[src/rtl/projectile_motion_pkg.sv]
// projectile_motion_pkg
// Shared definitions for the projectile motion block:
//   - fixed-point format of the position registers (Q11.4)
//   - default screen geometry
//   - flight FSM state type
//   - helper that turns a Q11.4 coordinate into a clamped pixel index
package projectile_motion_pkg;

    localparam int FRAC_BITS    = 4;
    localparam int POS_W        = 15;
    localparam int SCREEN_W_DEF = 640;
    localparam int SCREEN_H_DEF = 480;

    typedef enum logic [1:0] {
        IDLE = 2'd0,
        FLY  = 2'd1,
        EXIT = 2'd2
    } state_t;

    // Integer pixel of a Q11.4 value (arithmetic shift floors toward -inf),
    // clamped into 0..limit-1 so the renderer never sees an off-screen index.
    function automatic int clampPx(input int q, input int limit);
        int p;
        p = q >>> FRAC_BITS;
        if (p < 0) begin
            return 0;
        end
        if (p >= limit) begin
            return limit - 1;
        end
        return p;
    endfunction

endpackage

[src/rtl/projectile_motion_if.sv]
// projectile_motion_if
// Launch/control inputs and sprite position outputs of projectile_motion.
//   i_launch             start a flight (honoured only when idle)
//   i_init_x / i_init_y  start position, px, unsigned
//   i_init_vx / i_init_vy signed start velocity, 1/16 px per step
//   i_width / i_height   sprite size, px
//   i_freeze             pause the physics
//   o_posx / o_posy      clamped sprite position, px
//   o_active             high while the sprite is flying
//   o_done               one-cycle pulse when the sprite has left the screen
// master: the launcher side, slave: the projectile_motion block.
interface projectile_motion_if;

    logic               i_launch;
    logic        [9:0]  i_init_x;
    logic        [8:0]  i_init_y;
    logic signed [7:0]  i_init_vx;
    logic signed [7:0]  i_init_vy;
    logic        [9:0]  i_width;
    logic        [8:0]  i_height;
    logic               i_freeze;
    logic        [9:0]  o_posx;
    logic        [8:0]  o_posy;
    logic               o_active;
    logic               o_done;

    modport master (
        output i_launch, i_init_x, i_init_y, i_init_vx, i_init_vy,
               i_width, i_height, i_freeze,
        input  o_posx, o_posy, o_active, o_done
    );

    modport slave (
        input  i_launch, i_init_x, i_init_y, i_init_vx, i_init_vy,
               i_width, i_height, i_freeze,
        output o_posx, o_posy, o_active, o_done
    );

endinterface

[src/rtl/projectile_motion_step_tick.sv]
// projectile_motion_step_tick
// Physics step timer: counts 0..TICK_DIV-1 while enabled and raises o_tick
// during the last count, so the step executes on the edge where it wraps.
//   clk, rst  system clock, synchronous active-high reset
//   i_en      count this cycle (low holds the count, e.g. while frozen)
//   i_clr     force the count back to zero
//   o_tick    one-cycle step strobe
module projectile_motion_step_tick #(
    parameter int TICK_DIV = 500000
) (
    input  logic clk,
    input  logic rst,
    input  logic i_en,
    input  logic i_clr,
    output logic o_tick
);

    localparam int CNT_W = (TICK_DIV > 1) ? $clog2(TICK_DIV) : 1;
    localparam logic [CNT_W-1:0] LAST = CNT_W'(TICK_DIV - 1);

    logic [CNT_W-1:0] r_count;

    // Free-running divider that only advances when enabled and wraps on the
    // step cycle; clear has the same effect as reset so a new flight always
    // starts a full period away from its first step.
    always_ff @(posedge clk) begin
        if (rst || i_clr) begin
            r_count <= '0;
        end else if (i_en) begin
            if (r_count == LAST) begin
                r_count <= '0;
            end else begin
                r_count <= r_count + CNT_W'(1);
            end
        end
    end

    assign o_tick = i_en && (r_count == LAST);

endmodule

[src/rtl/projectile_motion.sv]
// projectile_motion
// Ballistic position generator for one sprite. A launch loads a start
// position and velocity; every TICK_DIV cycles the position advances by the
// velocity and gravity is added to vy (saturating at VY_MAX). The flight ends
// with a one-cycle done pulse once the sprite has left the left, right or
// bottom edge. Leaving through the top is allowed (the sprite falls back).
//   clk, rst  system clock, synchronous active-high reset
//   bus       projectile_motion_if.slave (launch/init/freeze in, pos/status out)
// i_height is carried on the bus for the renderer; the exit test only needs
// the top-left corner against the bottom edge, so it is not used here.
module projectile_motion
    import projectile_motion_pkg::*;
#(
    parameter int TICK_DIV = 500000,
    parameter int GRAVITY  = 4,
    parameter int VY_MAX   = 127,
    parameter int SCREEN_W = SCREEN_W_DEF,
    parameter int SCREEN_H = SCREEN_H_DEF
) (
    input  logic                clk,
    input  logic                rst,
    projectile_motion_if.slave  bus
);

    state_t                    r_state;
    state_t                    w_stateNext;

    logic signed [POS_W-1:0]   r_x;
    logic signed [POS_W-1:0]   r_y;
    logic signed [7:0]         r_vx;
    logic signed [8:0]         r_vy;

    logic        [9:0]         r_posx;
    logic        [8:0]         r_posy;
    logic                      r_active;
    logic                      r_done;

    logic                      w_tick;
    logic                      w_launchGo;
    logic                      w_oob;
    logic                      w_activeNext;
    logic                      w_doneNext;
    logic signed [8:0]         w_vyNext;
    int                        w_xSum;
    int                        w_ySum;
    int                        w_vySum;
    int                        w_xPx;
    int                        w_yPx;

    assign w_launchGo = (r_state == IDLE) && bus.i_launch;

    projectile_motion_step_tick #(
        .TICK_DIV (TICK_DIV)
    ) u_stepTick (
        .clk    (clk),
        .rst    (rst),
        .i_en   ((r_state == FLY) && !bus.i_freeze),
        .i_clr  (r_state != FLY),
        .o_tick (w_tick)
    );

    // Candidate next physics state, computed wide (as int) so the exit test
    // and the clamp see the true position even if it has run past the range
    // of the 15-bit registers on the final step.
    always_comb begin
        w_xSum  = int'(r_x) + int'(r_vx);
        w_ySum  = int'(r_y) + int'(r_vy);
        w_vySum = int'(r_vy) + GRAVITY;
        w_vyNext = (w_vySum > VY_MAX) ? 9'(VY_MAX) : 9'(w_vySum);
        w_xPx   = w_xSum >>> FRAC_BITS;
        w_yPx   = w_ySum >>> FRAC_BITS;
        w_oob   = ((w_xPx + int'(bus.i_width)) <= 0) ||
                  (w_xPx >= SCREEN_W) ||
                  (w_yPx >= SCREEN_H);
    end

    // FSM state register.
    always_ff @(posedge clk) begin
        if (rst) begin
            r_state <= IDLE;
        end else begin
            r_state <= w_stateNext;
        end
    end

    // Next-state logic: launch only matters when idle, the exit decision is
    // made on the step edge from the freshly computed position, and EXIT
    // lasts exactly one cycle so done is a single pulse.
    always_comb begin
        w_stateNext = r_state;
        case (r_state)
            IDLE:    if (bus.i_launch)    w_stateNext = FLY;
            FLY:     if (w_tick && w_oob) w_stateNext = EXIT;
            EXIT:                         w_stateNext = IDLE;
            default:                      w_stateNext = IDLE;
        endcase
    end

    // Output decode from the next state so the registered flags line up with
    // the state they describe.
    always_comb begin
        w_activeNext = (w_stateNext == FLY);
        w_doneNext   = (w_stateNext == EXIT);
    end

    // Registered status flags.
    always_ff @(posedge clk) begin
        if (rst) begin
            r_active <= 1'b0;
            r_done   <= 1'b0;
        end else begin
            r_active <= w_activeNext;
            r_done   <= w_doneNext;
        end
    end

    // Physics registers and the pixel outputs. The outputs are refreshed
    // together with the position, so they hold their last value while idle,
    // frozen or between steps.
    always_ff @(posedge clk) begin
        if (rst) begin
            r_x    <= '0;
            r_y    <= '0;
            r_vx   <= '0;
            r_vy   <= '0;
            r_posx <= '0;
            r_posy <= '0;
        end else if (w_launchGo) begin
            r_x    <= POS_W'(int'(bus.i_init_x) << FRAC_BITS);
            r_y    <= POS_W'(int'(bus.i_init_y) << FRAC_BITS);
            r_vx   <= bus.i_init_vx;
            r_vy   <= 9'(bus.i_init_vy);
            r_posx <= 10'(clampPx(int'(bus.i_init_x) << FRAC_BITS, SCREEN_W));
            r_posy <= 9'(clampPx(int'(bus.i_init_y) << FRAC_BITS, SCREEN_H));
        end else if (w_tick) begin
            r_x    <= POS_W'(w_xSum);
            r_y    <= POS_W'(w_ySum);
            r_vy   <= w_vyNext;
            r_posx <= 10'(clampPx(w_xSum, SCREEN_W));
            r_posy <= 9'(clampPx(w_ySum, SCREEN_H));
        end
    end

    assign bus.o_posx   = r_posx;
    assign bus.o_posy   = r_posy;
    assign bus.o_active = r_active;
    assign bus.o_done   = r_done;

endmodule

[src/flat_wrapper.sv]
// flat-port wrapper written by rule: the top's interface ports become plain ports
module projectile_motion_flat import projectile_motion_pkg::*;
#(
    parameter int TICK_DIV = 500000,
    parameter int GRAVITY  = 4,
    parameter int VY_MAX   = 127,
    parameter int SCREEN_W = SCREEN_W_DEF,
    parameter int SCREEN_H = SCREEN_H_DEF
)
  (clk, rst, bus_i_launch, bus_i_init_x, bus_i_init_y, bus_i_init_vx, bus_i_init_vy, bus_i_width, bus_i_height, bus_i_freeze, bus_o_posx, bus_o_posy, bus_o_active, bus_o_done);
  projectile_motion_if bus_i ();
  input  logic clk;
  input  logic rst;
  input wire logic [$bits(bus_i.i_launch)-1:0] bus_i_launch;
  input wire logic [$bits(bus_i.i_init_x)-1:0] bus_i_init_x;
  input wire logic [$bits(bus_i.i_init_y)-1:0] bus_i_init_y;
  input wire logic [$bits(bus_i.i_init_vx)-1:0] bus_i_init_vx;
  input wire logic [$bits(bus_i.i_init_vy)-1:0] bus_i_init_vy;
  input wire logic [$bits(bus_i.i_width)-1:0] bus_i_width;
  input wire logic [$bits(bus_i.i_height)-1:0] bus_i_height;
  input wire logic [$bits(bus_i.i_freeze)-1:0] bus_i_freeze;
  output wire logic [$bits(bus_i.o_posx)-1:0] bus_o_posx;
  output wire logic [$bits(bus_i.o_posy)-1:0] bus_o_posy;
  output wire logic [$bits(bus_i.o_active)-1:0] bus_o_active;
  output wire logic [$bits(bus_i.o_done)-1:0] bus_o_done;
  assign bus_i.i_launch = bus_i_launch;
  assign bus_i.i_init_x = bus_i_init_x;
  assign bus_i.i_init_y = bus_i_init_y;
  assign bus_i.i_init_vx = bus_i_init_vx;
  assign bus_i.i_init_vy = bus_i_init_vy;
  assign bus_i.i_width = bus_i_width;
  assign bus_i.i_height = bus_i_height;
  assign bus_i.i_freeze = bus_i_freeze;
  assign bus_o_posx = bus_i.o_posx;
  assign bus_o_posy = bus_i.o_posy;
  assign bus_o_active = bus_i.o_active;
  assign bus_o_done = bus_i.o_done;
  projectile_motion #(.TICK_DIV(TICK_DIV), .GRAVITY(GRAVITY), .VY_MAX(VY_MAX), .SCREEN_W(SCREEN_W), .SCREEN_H(SCREEN_H)) u_core (.clk(clk), .rst(rst), .bus(bus_i));
endmodule
[config.mk]
export PLATFORM = sky130hd
export DESIGN_NAME = projectile_motion_flat
export DESIGN_NICKNAME = d
export VERILOG_FILES = /design/src/rtl/projectile_motion_pkg.sv /design/src/rtl/projectile_motion_if.sv /design/src/rtl/projectile_motion_step_tick.sv /design/src/rtl/projectile_motion.sv /design/src/flat_wrapper.sv
export SDC_FILE = /design/constraint.sdc
export NUM_CORES = 1
export LEC_CHECK = 0
export ABC_AREA = 1
export CAP_MARGIN = 10
export CORE_MARGIN = 2
export CORE_UTILIZATION = 45
export DETAILED_ROUTE_END_ITERATION = 12
export GPL_TIMING_DRIVEN = 0
export PLACE_DENSITY = 0.69
export SLEW_MARGIN = 20
export SYNTH_ARGS = -nofsm -noshare
export SYNTH_HDL_FRONTEND = slang
export SYNTH_HIERARCHICAL = 1
export SYNTH_SLANG_ARGS = --single-unit
[constraint.sdc]
create_clock -name clk -period 6 [get_ports clk]
set_input_delay 1.2 -clock clk [delete_from_list [all_inputs] [get_ports clk]]
set_output_delay 1.2 -clock clk [all_outputs]
set_load 0.05 [all_outputs]
==> results by group, run 1 <==
GRT
  – First-pass GRT wire length: 28700 um
  – Initial antenna violation count: 0
  – GRT Overall Usage: 22.1%
  – Most used routing layer: met2
  – M1 GR Usage: 32.2%
  – Largest net degree at the start of global routing: 16
  – Total grt overflow: 0
  – GR Layer Usage met2: 34.0%
  – Vias in the first global route: 5943
  – Met3 usage: 4.41%

Synthesis
  – Syn. warnings: 6
  – Mapped Nets: 1134
  – Syn_area_per_cell: 6.40 um^2
  – Synth Flop Type: dfxtp_1
  – Most frequent cell after synthesis: nand2_1
  – Post-synth top area share: 27.0%
  – Post-synthesis sequential area ratio: around 27%
  – Synth unique cells: 42
  – Largest cells by area after synthesis: dfxtp_1 (27%), nand2_1 (18%), ha_1 (8.2%)
  – Post-synthesis cell count: 1030
  – Top cell type by total area after synthesis: dfxtp_1
  – Ys async rst share: 0%
  – Yosys reg bits: 89
  – Synth top cells by count: nand2_1 (318), inv_1 (140), nor2_1 (96)
  – Post-synth EDFFs: 0
  – Cell Area, Synth: between 0.006 and 0.007 mm^2

Min path
  – Hold Crit Class: reg -> reg
  – Worst Hold Depth: 2

Detailed routing
  – Routed Antenna Nets: 0
  – DR iter-0 viols: 495
  – Detailed Routing Iterations Pass 1: 5
  – Avg WL per Cell: 13.4 um
  – DR vias: between 6000 and 7000
  – # DRC: 0
  – Via density: 5.06
  – Final WL: 17400 um

Clock network
  – CTS H-Tree Depth: 3
  – CTS Buf Count: 9
  – CTS resizes: 0
  – TritonCTS clock tree: built
  – Post-CTS Setup Bufs: 0
  – CTS Root Cell: clkbuf_16
  – Clk sink count: 89
  – CTS hold repair buffers: 0
  – Clk pin slew, worst setup/hold paths: 0.07 ns
  – Clk_lat worst skew: 0.34 ns
  – Max Root-Sink Buffers: 2

Floorplanning
  – # IOs: 79
  – Core ar.: 0.0144 mm^2
  – Die X: 125 um
  – Die footprint: approximately 0.016 mm^2
  – Starting Density: 45.7%
  – Die Ht: 125 um
  – Row count: between 40 and 50

Worst setup path
  – Crit path DAT: 4.08 ns
  – CP max FO: 9
  – CP Capture Type: flop
  – Crit start category: input port
  – Slowest CP cell: clkdlybuf4s50_1
  – R2R cell count: 21
  – Worst-path cell chain: clkdlybuf4s50_1 > nor2_1 > inv_1 > nor3_2 > nand2_1 > nor2_4 > buf_2 > inv_1 > nor2_1 > inv_1 > nor2_2 > o21ai_0 > a31oi_1
  – Critical path type: in -> reg
  – Most frequent CP cell: inv_1
  – CP max stage delay: approximately 0.40 ns
  – Worst Path Required: about 6.3 ns

Placed design
  – Port bufs: 69
  – Post-Place Setup Slack: 1.89 ns
  – Post-DP HPWL: 14000 um
  – Dpl cell area: about 0.0075 mm^2
  – GP Congestion: ~0.96

STA
  – Final WS setup: 2.19 ns
  – Max-slew violation count: 0
  – Clk_skew: 0.00574 ns
  – Final Hold Viols: 0
  – Crit path time final: 3.81 ns
  – Total negative slack: 0 ns
  – Setup Viol. Count Final: 0
  – Slew @ Worst Pin: 0.668 ns
  – Unrepaired setup endpoints after global routing: no
  – Fin crit share: 63.5%
  – Slew headroom: 55.3%
  – Max Clk Rate: 0.262 GHz

Final layout
  – Fill count: between 1500 and 2000
  – Share of layout cells above drive strength 1: 8.34%
  – Diodes inserted: 0
  – Area grow syn2layout: 18.8%
  – Final Instance Area: 0.00783 mm^2
  – Final #Nets: 1214

Pwr
  – Pwr dens: approximately 210 mW/mm^2
  – Worst vdd rail ir drop: 0.166 mV
  – Static leakage: 3.71 nW
  – Power, Total: 1.68 mW

Outcome
  – Status: completed

Run
  – Max_cap viols: 0
-- report_power, final --
group          switching [mW]  internal, mW
Clock                   0.241         0.348
Combinational           0.286         0.162
Sequential             0.0244         0.619
-- path summary, 6_finish.rpt --
path	from	end	slack [ns]
min	u_core/r_y[0]	u_core/r_y[0]	0.47
max	bus_i_freeze	u_core/bus.o_posx[1]	2.19
min reg2reg	u_core/r_y[0]	u_core/r_y[0]	0.47
max reg2reg	u_core/r_x[0]	u_core/bus.o_active	2.28
-- cell families after synthesis --
group | count (synthesis) | synth area share, %
and+or+nand+nor | 559 | 38.1
buffers and inverters | 171 | 9.78
AOI/OAI and AO/OA | 135 | 12.0
DFF | 89 | 27.0
adders and majority gates | 46 | 9.08
xor gates and xnor gates | 29 | 3.85
muxes | 1 | 0.152
-- final cells by class --
class / instances / area (um^2) / area share [%]
timing repair buffer: 69 / 691 / 8.82
multi-input combinational: 770 / 4160 / 53.2
buffer: 21 / 81.3 / 1.04
clock inverter: 5 / 62.6 / 0.799
tap: 184 / 230 / 2.94
clock buffer: 11 / 253 / 3.23
sequential: 89 / 1780 / 22.8
inverter: 150 / 563 / 7.19
-- state kept, by name (all words and copies together), names as in the netlist --
register                   count
u_core/bus.o_active            1
u_core/bus.o_done              1
u_core/bus.o_posx             10
u_core/bus.o_posy              9
u_core/r_state                 2
u_core/r_vx                    8
u_core/r_vy                    9
u_core/r_x                    15
u_core/r_y                    15
u_core/u_stepTick/r_count     19
-- critical path, delay by kind of cell --
family,cells,cell delay [ns]
compound gates,2,0.30
simple gates,6,1.36
buf+inv,5,1.22
-- layout by cell type, fill, tap and decap left out, types with 3 or more instances in the layout --
master and n:
nor3_1 8, nand2_1 318, nor2_4 5, o21ai_0 42, or2_2 5, a21oi_1 35, nand3_2 9, ha_1 43
o2111ai_1 3, xnor2_1 7, nor2_1 96, xor2_1 22, fa_1 3, nand3_1 61, clkdlybuf4s50_1 69, nand3b_1 3
inv_2 10, nor2_2 9, nand4_1 12, clkbuf_16 9, inv_1 140, a31oi_1 42, nand2_2 22, nand2_4 4
clkbuf_1 18, dfxtp_1 89
-- through the flow --
| step | std cells | hold WS [ns] | utilization, % |
|---|---|---|---|
| 2_1_floorplan | 1030 | 0.432 | - |
| 3_3_place_gp | 1283 | 0.448 | 52.1 |
| 3_5_place_dp | 1283 | 0.459 | 52.1 |
| 4_1_cts | 1299 | 0.471 | 54.3 |
| 5_1_grt | 1299 | 0.497 | 54.3 |
| 6_report | 1299 | 0.471 | 54.3 |
-- per-layer routing --
| metal | wire length (um) | share of wire [%] | vias up |
|---|---|---|---|
| met5 | 0 | 0 | - |
| met4 | 267 | 1.5 | 0 |
| met3 | 1160 | 6.6 | 27 |
| met2 | 7300 | 42 | 189 |
| met1 | 8690 | 50 | 2897 |
| li1 | - | - | 3455 |
Note: power is estimated with default switching activity, not from simulation.
==> run 2, diff against run 1 <==
Clock period 6 ns to 3.8 ns, I/O delays scaled along.
==> run 2 against run 1 <==
First-iteration DRC count rose by 0.20%. Routed wire length is 0.18% higher. Cell count is the same. Clock skew about the same. Count of clock-buffer cells in the layout unchanged. Sequential share of layout area decreased by 0.11 points. Worst setup slack worse by 1.9 ns. Clock power rose by 58%. Combinational power rose by 60%. Critical endpoint is now u_core/bus.o_active.
==> results by group, run 2 (synthesized netlist as in run 1, its figures left out) <==
Clock network
  – TritonCTS clock tree: built
  – CTS Root Cell: clkbuf_16
  – Max Root-Sink Buffers: 2
  – Clk pin slew, worst setup/hold paths: 0.07 ns
  – Clk sink count: roughly 90
  – CTS H-Tree Depth: 3
  – Clk_lat worst skew: 0.34 ns
  – Post-CTS Setup Bufs: 0
  – CTS Buf Count: 9

Placed design
  – Post-DP HPWL: 14000 um
  – Post-Place Setup Slack: 0.111 ns
  – Port bufs: 69
  – GP Congestion: roughly 0.96
  – Placed Cells: 1283

Detailed routing
  – # DRC: 0
  – Final WL: ~17000 um
  – Detailed Routing Iterations Pass 1: 7
  – DR vias: about 6600
  – Avg WL per Cell: 13.4 um
  – Via density: around 5
  – DR iter-0 viols: 496
  – Routed Antenna Nets: 0

Outcome
  – Status: completed

Min path
  – Hold Path Origin: u_core/r_y[0]
  – Worst Hold End: u_core/r_y[0]
  – Hold Crit Class: reg -> reg
  – Worst Hold Depth: 2

Worst setup path
  – Critical path type: reg -> reg
  – Reg-to-Reg End: u_core/bus.o_active
  – Reg2Reg Setup Slack: approximately 0.28 ns
  – R2R cell count: 21
  – Crit path DAT: between 3 and 4 ns
  – Worst r2r src: u_core/r_x[0]
  – CP Capture Type: flop
  – Worst Path Required: 4.00 ns
  – CP max FO: 3
  – Crit start category: flop

STA
  – Max Clk Rate: 0.284 GHz
  – Clk_skew: 0.00602 ns
  – Final WS setup: 0.275 ns
  – Min Hold Slack: 0.471 ns
  – Final Hold Viols: 0
  – Crit path time final: 3.52 ns
  – Setup Viol. Count Final: 0
  – Total negative slack: 0 ns
  – Slew headroom: 59.5%
  – Max-slew violation count: 0
  – Slew @ Worst Pin: approximately 0.6 ns
  – Unrepaired setup endpoints after global routing: no
  – Fin crit share: 92.8%

Floorplanning
  – Core ar.: 0.0144 mm^2
  – Row count: 44
  – Die X: 125 um
  – # IOs: 79
  – Starting Density: ~46%
  – Die Ht: about 130 um
  – Die footprint: 0.0156 mm^2

Final layout
  – Reg with most FFs: u_core/u_stepTick/r_count
  – Most frequent cells in the layout: nand2_1 (317), inv_1 (139), nor2_1 (96)
  – Fill count: between 1500 and 2000
  – Diodes inserted: 0
  – Final #Nets: about 1200
  – Most common cell after layout, fill and taps aside: nand2_1
  – Largest regs: u_core/u_stepTick/r_count (19), u_core/r_x (15), u_core/r_y (15)
  – Share of layout cells above drive strength 1: 9.24%
  – Final non-filler cell total: 1299
  – Area grow syn2layout: 19.5%
  – Number of flip-flops in the largest register: 19

GRT
  – Vias in the first global route: 5943
  – Initial antenna violation count: 0
  – Total grt overflow: 0
  – First-pass GRT wire length: 28700 um
  – GRT Overall Usage: 22.1%
  – Largest net degree at the start of global routing: 16

Pwr
  – Pwr dens: roughly 340 mW/mm^2
  – Static leakage: 3.71 nW
  – Worst vdd rail ir drop: 0.262 mV

Run
  – Max_cap viols: 0
[run 2: cell types whose count changed in the layout (fill, tap and decap cells not counted), moves of 2 or more]
cell / change
ha_1: -3
dfxtp_2: +2
dfxtp_1: -2
ha_2: +2
[run 2: layout make-up]
cell class	instances	area [um^2]	area share, %
tap	184	230	2.92
clock buffer	11	253	3.21
buffer	21	81.3	1.03
timing repair buffer	69	691	8.77
sequential	89	1780	22.7
inverter	150	563	7.15
multi-input combinational	770	4210	53.5
clock inverter	5	62.6	0.794
[run 2: timing repair]
| item | in CTS | in global routing |
|---|---|---|
| hold buffers | 0 | 0 |
| endpoints found under the setup margin | 0 | 4 |
| gates resized for setup | 0 | 11 |
[run 2: through the flow]
step	total power [mW]	area, um^2	utilization (%)
final	2.66	7880	54.6
after global routing	2.80	7880	54.6
after CTS	2.66	7830	54.3
after detailed placement	1.73	7510	52.1
after global placement	1.73	7510	52.1
after floorplan	1.51	6590	-
[run 2: where the power goes]
| group | switching [mW] | internal (mW) |
|---|---|---|
| combinational | 0.455 | 0.261 |
| clock | 0.381 | 0.549 |
| sequential | 0.0386 | 0.977 |
| total | 0.874 | 1.79 |
[run 2: how the worst max path moves through the flow]
stage / start / to / slack (ns)
4_1_cts: u_core/r_x[2] / u_core/bus.o_active / 0.09
3_5_place_dp: u_core/r_x[2] / u_core/r_state[0] / 0.11
6_report: u_core/r_x[0] / u_core/bus.o_active / 0.28
2_1_floorplan: u_core/r_x[0] / u_core/bus.o_active / 0.66
3_3_place_gp: u_core/r_x[2] / u_core/bus.o_active / 0.11
5_1_grt: u_core/r_x[2] / u_core/bus.o_active / 0.02
[run 2: per-layer routing]
layer,global-route usage (%),up-vias,wire [um]
met2,34.0,189,7370
met5,0,-,0
met1,32.2,2941,8580
met4,4.64,0,269
met3,4.41,26,1230
li1,-,3457,-
[run 2: worst max-delay path, stage by stage, from the launching register on]
cell     delay (ns)
dfxtp_1        0.31
ha_1           0.22
fa_2           0.37
nand3_1        0.11
nand3_2        0.09
xnor2_1        0.19
inv_2          0.10
ha_2           0.21
fa_1           0.42
or2_2          0.28
nor2_1         0.12
nand3_1        0.09
nor2_1         0.09
nand2_1        0.05
nor2_1         0.13
nand3_1        0.10
nor2_1         0.10
nand2_1        0.09
nand3_2        0.08
nand2_2        0.09
nand2_2        0.08
a21oi_1        0.06
